File: config.mk
export PLATFORM = sky130hd
export DESIGN_NAME = mem_port_arbiter
export DESIGN_NICKNAME = d
export VERILOG_FILES = /design/src/rtl/arb_pkg.sv /design/src/rtl/arb_access_timer.sv /design/src/rtl/mem_port_arbiter.sv
export SDC_FILE = /design/constraint.sdc
export NUM_CORES = 1
export LEC_CHECK = 0
export ABC_AREA = 1
export BUFFER_PORTS_ARGS = -buffer_cell sky130_fd_sc_hd__buf_2
export CORE_MARGIN = 2
export CORE_UTILIZATION = 46
export DETAILED_ROUTE_END_ITERATION = 8
export PLACE_DENSITY = 0.76
export SYNTH_ARGS = -nofsm -noshare
export SYNTH_HDL_FRONTEND = slang
export SYNTH_SLANG_ARGS = --single-unit
File: constraint.sdc
create_clock -name clk -period 1.8 [get_ports clk]
set_input_delay 0.18 -clock clk [delete_from_list [all_inputs] [get_ports clk]]
set_output_delay 0.18 -clock clk [all_outputs]
set_load 0.01 [all_outputs]
File: src/rtl/arb_pkg.sv
// Shared types, default constants and byte-lane helpers for the memory-port arbiter.
package arb_pkg;

    typedef enum logic [1:0] {
        IDLE,
        ACCESS,
        DONE
    } arb_state_t;

    typedef enum logic {
        OWN_DATA,
        OWN_FETCH
    } arb_owner_t;

    localparam int ARB_MEM_LATENCY = 4;
    localparam int ARB_STARVE_MAX  = 4;

    // Lane k carries word bits [8k+7:8k].
    typedef logic [3:0][7:0] byte_lanes_t;

    function automatic byte_lanes_t word_to_lanes(input logic [31:0] word);
        byte_lanes_t lanes;
        for (int k = 0; k < 4; k++) begin
            lanes[k] = word[8*k +: 8];
        end
        return lanes;
    endfunction

    function automatic logic [31:0] lanes_to_word(input byte_lanes_t lanes);
        logic [31:0] word;
        for (int k = 0; k < 4; k++) begin
            word[8*k +: 8] = lanes[k];
        end
        return word;
    endfunction

endpackage

File: src/rtl/arb_access_timer.sv
// Loadable down-counter that times one memory access; last is high while the count is zero.
module arb_access_timer #(
    parameter int MEM_LATENCY = 4
) (
    input  logic clk,
    input  logic rst_b,
    input  logic load,
    input  logic en,
    output logic last
);

    localparam int TW = (MEM_LATENCY > 1) ? $clog2(MEM_LATENCY) : 1;
    localparam logic [TW-1:0] LOAD_VAL = TW'(MEM_LATENCY - 1);

    logic [TW-1:0] count;

    always_ff @(posedge clk) begin
        if (!rst_b) begin
            count <= '0;
        end else if (load) begin
            count <= LOAD_VAL;
        end else if (en && (count != '0)) begin
            count <= count - 1'b1;
        end
    end

    assign last = (count == '0);

endmodule

File: src/rtl/mem_port_arbiter.sv
// Shares one main-memory port between fetch refills and the data cache, with data
// priority bounded by a starvation limit so fetch always makes progress.
module mem_port_arbiter import arb_pkg::*; #(
    parameter int MEM_LATENCY = ARB_MEM_LATENCY,
    parameter int STARVE_MAX  = ARB_STARVE_MAX
) (
    input  logic            clk,
    input  logic            rst_b,
    input  logic            ifu_req,
    input  logic [31:0]     ifu_addr,
    output logic            ifu_done,
    output logic [31:0]     ifu_rdata,
    input  logic            dc_req,
    input  logic            dc_we,
    input  logic [31:0]     dc_addr,
    input  logic [31:0]     dc_wdata,
    output logic            dc_done,
    output logic [31:0]     dc_rdata,
    output logic [31:0]     mem_addr,
    output logic [3:0][7:0] mem_data_in,
    input  logic [3:0][7:0] mem_data_out,
    output logic            mem_write_en
);

    localparam int SW = $clog2(STARVE_MAX + 1);
    localparam logic [SW-1:0] STARVE_LIMIT = SW'(STARVE_MAX);

    arb_state_t    state;
    arb_state_t    next_state;
    arb_owner_t    owner;
    logic          we_q;
    logic [31:0]   wdata_q;
    logic [SW-1:0] starve_cnt;
    logic          grant;
    logic          grant_fetch;
    logic          last;
    logic          access_end;

    arb_access_timer #(
        .MEM_LATENCY(MEM_LATENCY)
    ) u_timer (
        .clk  (clk),
        .rst_b(rst_b),
        .load (grant),
        .en   (state == ACCESS),
        .last (last)
    );

    always_ff @(posedge clk) begin
        if (!rst_b) begin
            state <= IDLE;
        end else begin
            state <= next_state;
        end
    end

    always_comb begin
        next_state  = state;
        grant       = 1'b0;
        grant_fetch = 1'b0;
        case (state)
            IDLE: begin
                if (ifu_req || dc_req) begin
                    grant       = 1'b1;
                    grant_fetch = ifu_req && (!dc_req || (starve_cnt == STARVE_LIMIT));
                    next_state  = ACCESS;
                end
            end
            ACCESS: begin
                if (last) begin
                    next_state = DONE;
                end
            end
            DONE:    next_state = IDLE;
            default: next_state = IDLE;
        endcase
    end

    // The strobe is gated by reset so a reset landing in the final cycle never commits a write.
    assign access_end   = (state == ACCESS) && last;
    assign mem_write_en = access_end && we_q && rst_b;
    assign mem_data_in  = word_to_lanes(wdata_q);

    always_ff @(posedge clk) begin
        if (!rst_b) begin
            owner      <= OWN_DATA;
            we_q       <= 1'b0;
            wdata_q    <= '0;
            mem_addr   <= '0;
            starve_cnt <= '0;
            ifu_done   <= 1'b0;
            dc_done    <= 1'b0;
            ifu_rdata  <= '0;
            dc_rdata   <= '0;
        end else begin
            ifu_done <= access_end && (owner == OWN_FETCH);
            dc_done  <= access_end && (owner == OWN_DATA);
            if (grant) begin
                if (grant_fetch) begin
                    owner      <= OWN_FETCH;
                    mem_addr   <= ifu_addr;
                    we_q       <= 1'b0;
                    starve_cnt <= '0;
                end else begin
                    owner      <= OWN_DATA;
                    mem_addr   <= dc_addr;
                    we_q       <= dc_we;
                    wdata_q    <= dc_wdata;
                    starve_cnt <= ifu_req ? starve_cnt + 1'b1 : '0;
                end
            end
            if (access_end && !we_q) begin
                if (owner == OWN_FETCH) begin
                    ifu_rdata <= lanes_to_word(mem_data_out);
                end else begin
                    dc_rdata <= lanes_to_word(mem_data_out);
                end
            end
        end
    end

endmodule

==> flow_summary.toml <==
[die]
initial_utilization = 0.466
fp.dieH_um = 114
core_sq_um = 11900
pin_count = 264
die-area_sq_um = 13000
chipWidth_um = 114
num_rows = 40

[sta]
slew_headroom = 0.666
skew_ps = 9.66
report.final.slew_viol_count = 0
layout_min_cycle_time_ps = 1690
timing.final.crit_share = 0.938
fmax_mhz = 592
hold_viol = 0
finalSetupTns_ps = 0
final-setup-viol-count = 0
tightest_slew_ps = 500

[layout]
area_growth_pct = 38.9
final_common_cell = "buf_2"
fill_cells = 1122
diodes = 0
drive_gt1_frac = 0.313
final_cell_mix = "263 x buf_2, 169 x nor2_1, 142 x nand2_1"
nets = 1156

[clock_tree]
worst_skew_pair.late_latency_ps = 410
h-tree-depth = 4
root_buffer = "clkbuf_16"
cts_tree = "done"
cts_buffers = 17
clkSlewWorstSetupHoldPaths_ps = 60
clock-sinks = 139
post_cts_buffers = 0
cts.path.max_buffers = 2

[critical_path]
end_kind = "output pin"
worstPathMaxFanout = 3
critPathKind = "flop to output pin"
critPathLaunchType = "flop"
critPathArrivalTime_ps = 1510
crit_required_ps = 1620

[grt]
grtUsageTotal = 0.247
grt_pass1_vias = 5474
overflow = 0
grt_pass1_wl_um = 25900
grt_max_degree = 65
antenna_found_initial = 0

[route]
drt_iter0_markers = 462
drt_pre_antenna_iters = 4
drt-wirelength-per-cell_um = 13.5
wl_um = 15900
ant_nets = 0
via_per_inst = 4.96
drc = 0
via_count = 5847

[pwr]
seqPwrFrac = 0.404
p_sw_w = 0.00235
combPwrFrac = 0.181
power.density_nw_per_um2 = 1110
power_w = 0.00858
power.share.clock = 0.414
p_int_w = 0.00623
peakVddDrop_mv = 0.565
leakage_nw = 3.84
swShare = 0.274

[flow_run]
cap_viol_max_count = 0

[yosys]
yosys_register_bits = 139
yosysWarnings = 0
mappedNetlistArea_sq_um = 5550
syn-num-nets = 904
ys_seq_area_frac = 0.502
syn-instance-count = 768
synth_cell_type_count = 18
syn_area_per_cell_sq_um = 7.22

[outcome]
status = "completed"

[placement]
io_buffers = 263
gp_congestion = 0.796
dp_hpwl_um = 10600

[hold_path]
hold_class = "input pin to flop"
state kept, by name (all words and copies together) (netlist names):
name           count
dc_rdata          32
ifu_rdata         32
mem_addr          32
mem_data_in       32
starve_cnt         3
state              2
u_timer.count      2
dc_done            1
ifu_done           1
owner              1
we_q               1
through the flow:
stage                     setup WS (ps)  cells  hold slack [ps]   util  instance area [sq um]
after floorplan                     316    768              318      -                   5550
after global routing              -15.7   1180             16.7  0.647                   7700
after CTS                          35.7   1180            0.189  0.646                   7700
final                               112   1180             11.0  0.647                   7700
after detailed placement            270   1138              420  0.586                   6980
after global placement              341   1138              413  0.586                   6980
Yosys cell counts (all sizes together):
cell type  instances  share of area
clkbuf            33          0.022
a21oi             70          0.063
nand2            143          0.097
o21ai             38          0.034
nand3b             2         0.0027
buf               25          0.027
nand4             32          0.036
inv               43          0.029
ha                 3         0.0068
dfxtp            139           0.50
nor2             172           0.12
nand3             68          0.062
timing repair:
action	4_1_cts	5_1_grt
hold buffers	10	0
resized for setup	0	2
hold endpoints to repair	10	0
setup endpoints to repair	0	1
path summary, 6_finish.rpt:
check                         from              end  slack [ps]  cells after the start
hold / removal         dc_wdata[5]   mem_data_in[5]          10                      3
hold reg to reg        dc_rdata[6]      dc_rdata[6]         460                      2
setup reg to reg     starve_cnt[0]  mem_data_in[16]         260                      9
setup / recovery  u_timer.count[0]     mem_write_en         110                      7
power by group through the flow:
| stage | clock [W] | combinational, W | sequential (W) |
|---|---|---|---|
| floorplan | 0 | 0.000816 | 0.00364 |
| global placement | 0 | 0.00152 | 0.00352 |
| detailed placement | 0 | 0.00154 | 0.00353 |
| CTS | 0.00362 | 0.00156 | 0.00347 |
| global route | 0.00375 | 0.00175 | 0.00349 |
| finish | 0.00355 | 0.00156 | 0.00347 |
critical path, cell delays in order, from the launching register on:
cell     delay [ps]
dfxtp_1         310
inv_1            70
ha_1            190
nand3_2         120
nor2_2          120
inv_1            70
nor2_1           80
buf_2           150
area by class of cell:
| type | instances | area [sq um] | area share |
|---|---|---|---|
| inverters | 43 | 161 | 0.0210 |
| clock buffers | 20 | 467 | 0.0606 |
| flip-flops and latches | 139 | 2780 | 0.361 |
| multi-input cells | 528 | 2350 | 0.305 |
| repair buffers | 291 | 1610 | 0.210 |
| well taps | 147 | 184 | 0.0239 |
| clock inverters | 12 | 145 | 0.0188 |
metal layers:
layer,global-route usage,wire length (um),part of all wire
met5,0,0,0
met3,0.0643,1230,0.077
met1,0.301,6640,0.42
met2,0.417,7690,0.48
met4,0.0992,368,0.023
logic make-up after synthesis:
logic type,Yosys count,share of synthesized area
DFF,139,0.502
AOI/OAI and AO/OA,108,0.0974
adders and majority gates,3,0.00677
and+or+nand+nor,417,0.316
buffers and inverters,101,0.0787
No activity file was read; power rests on OpenSTA's default activity.
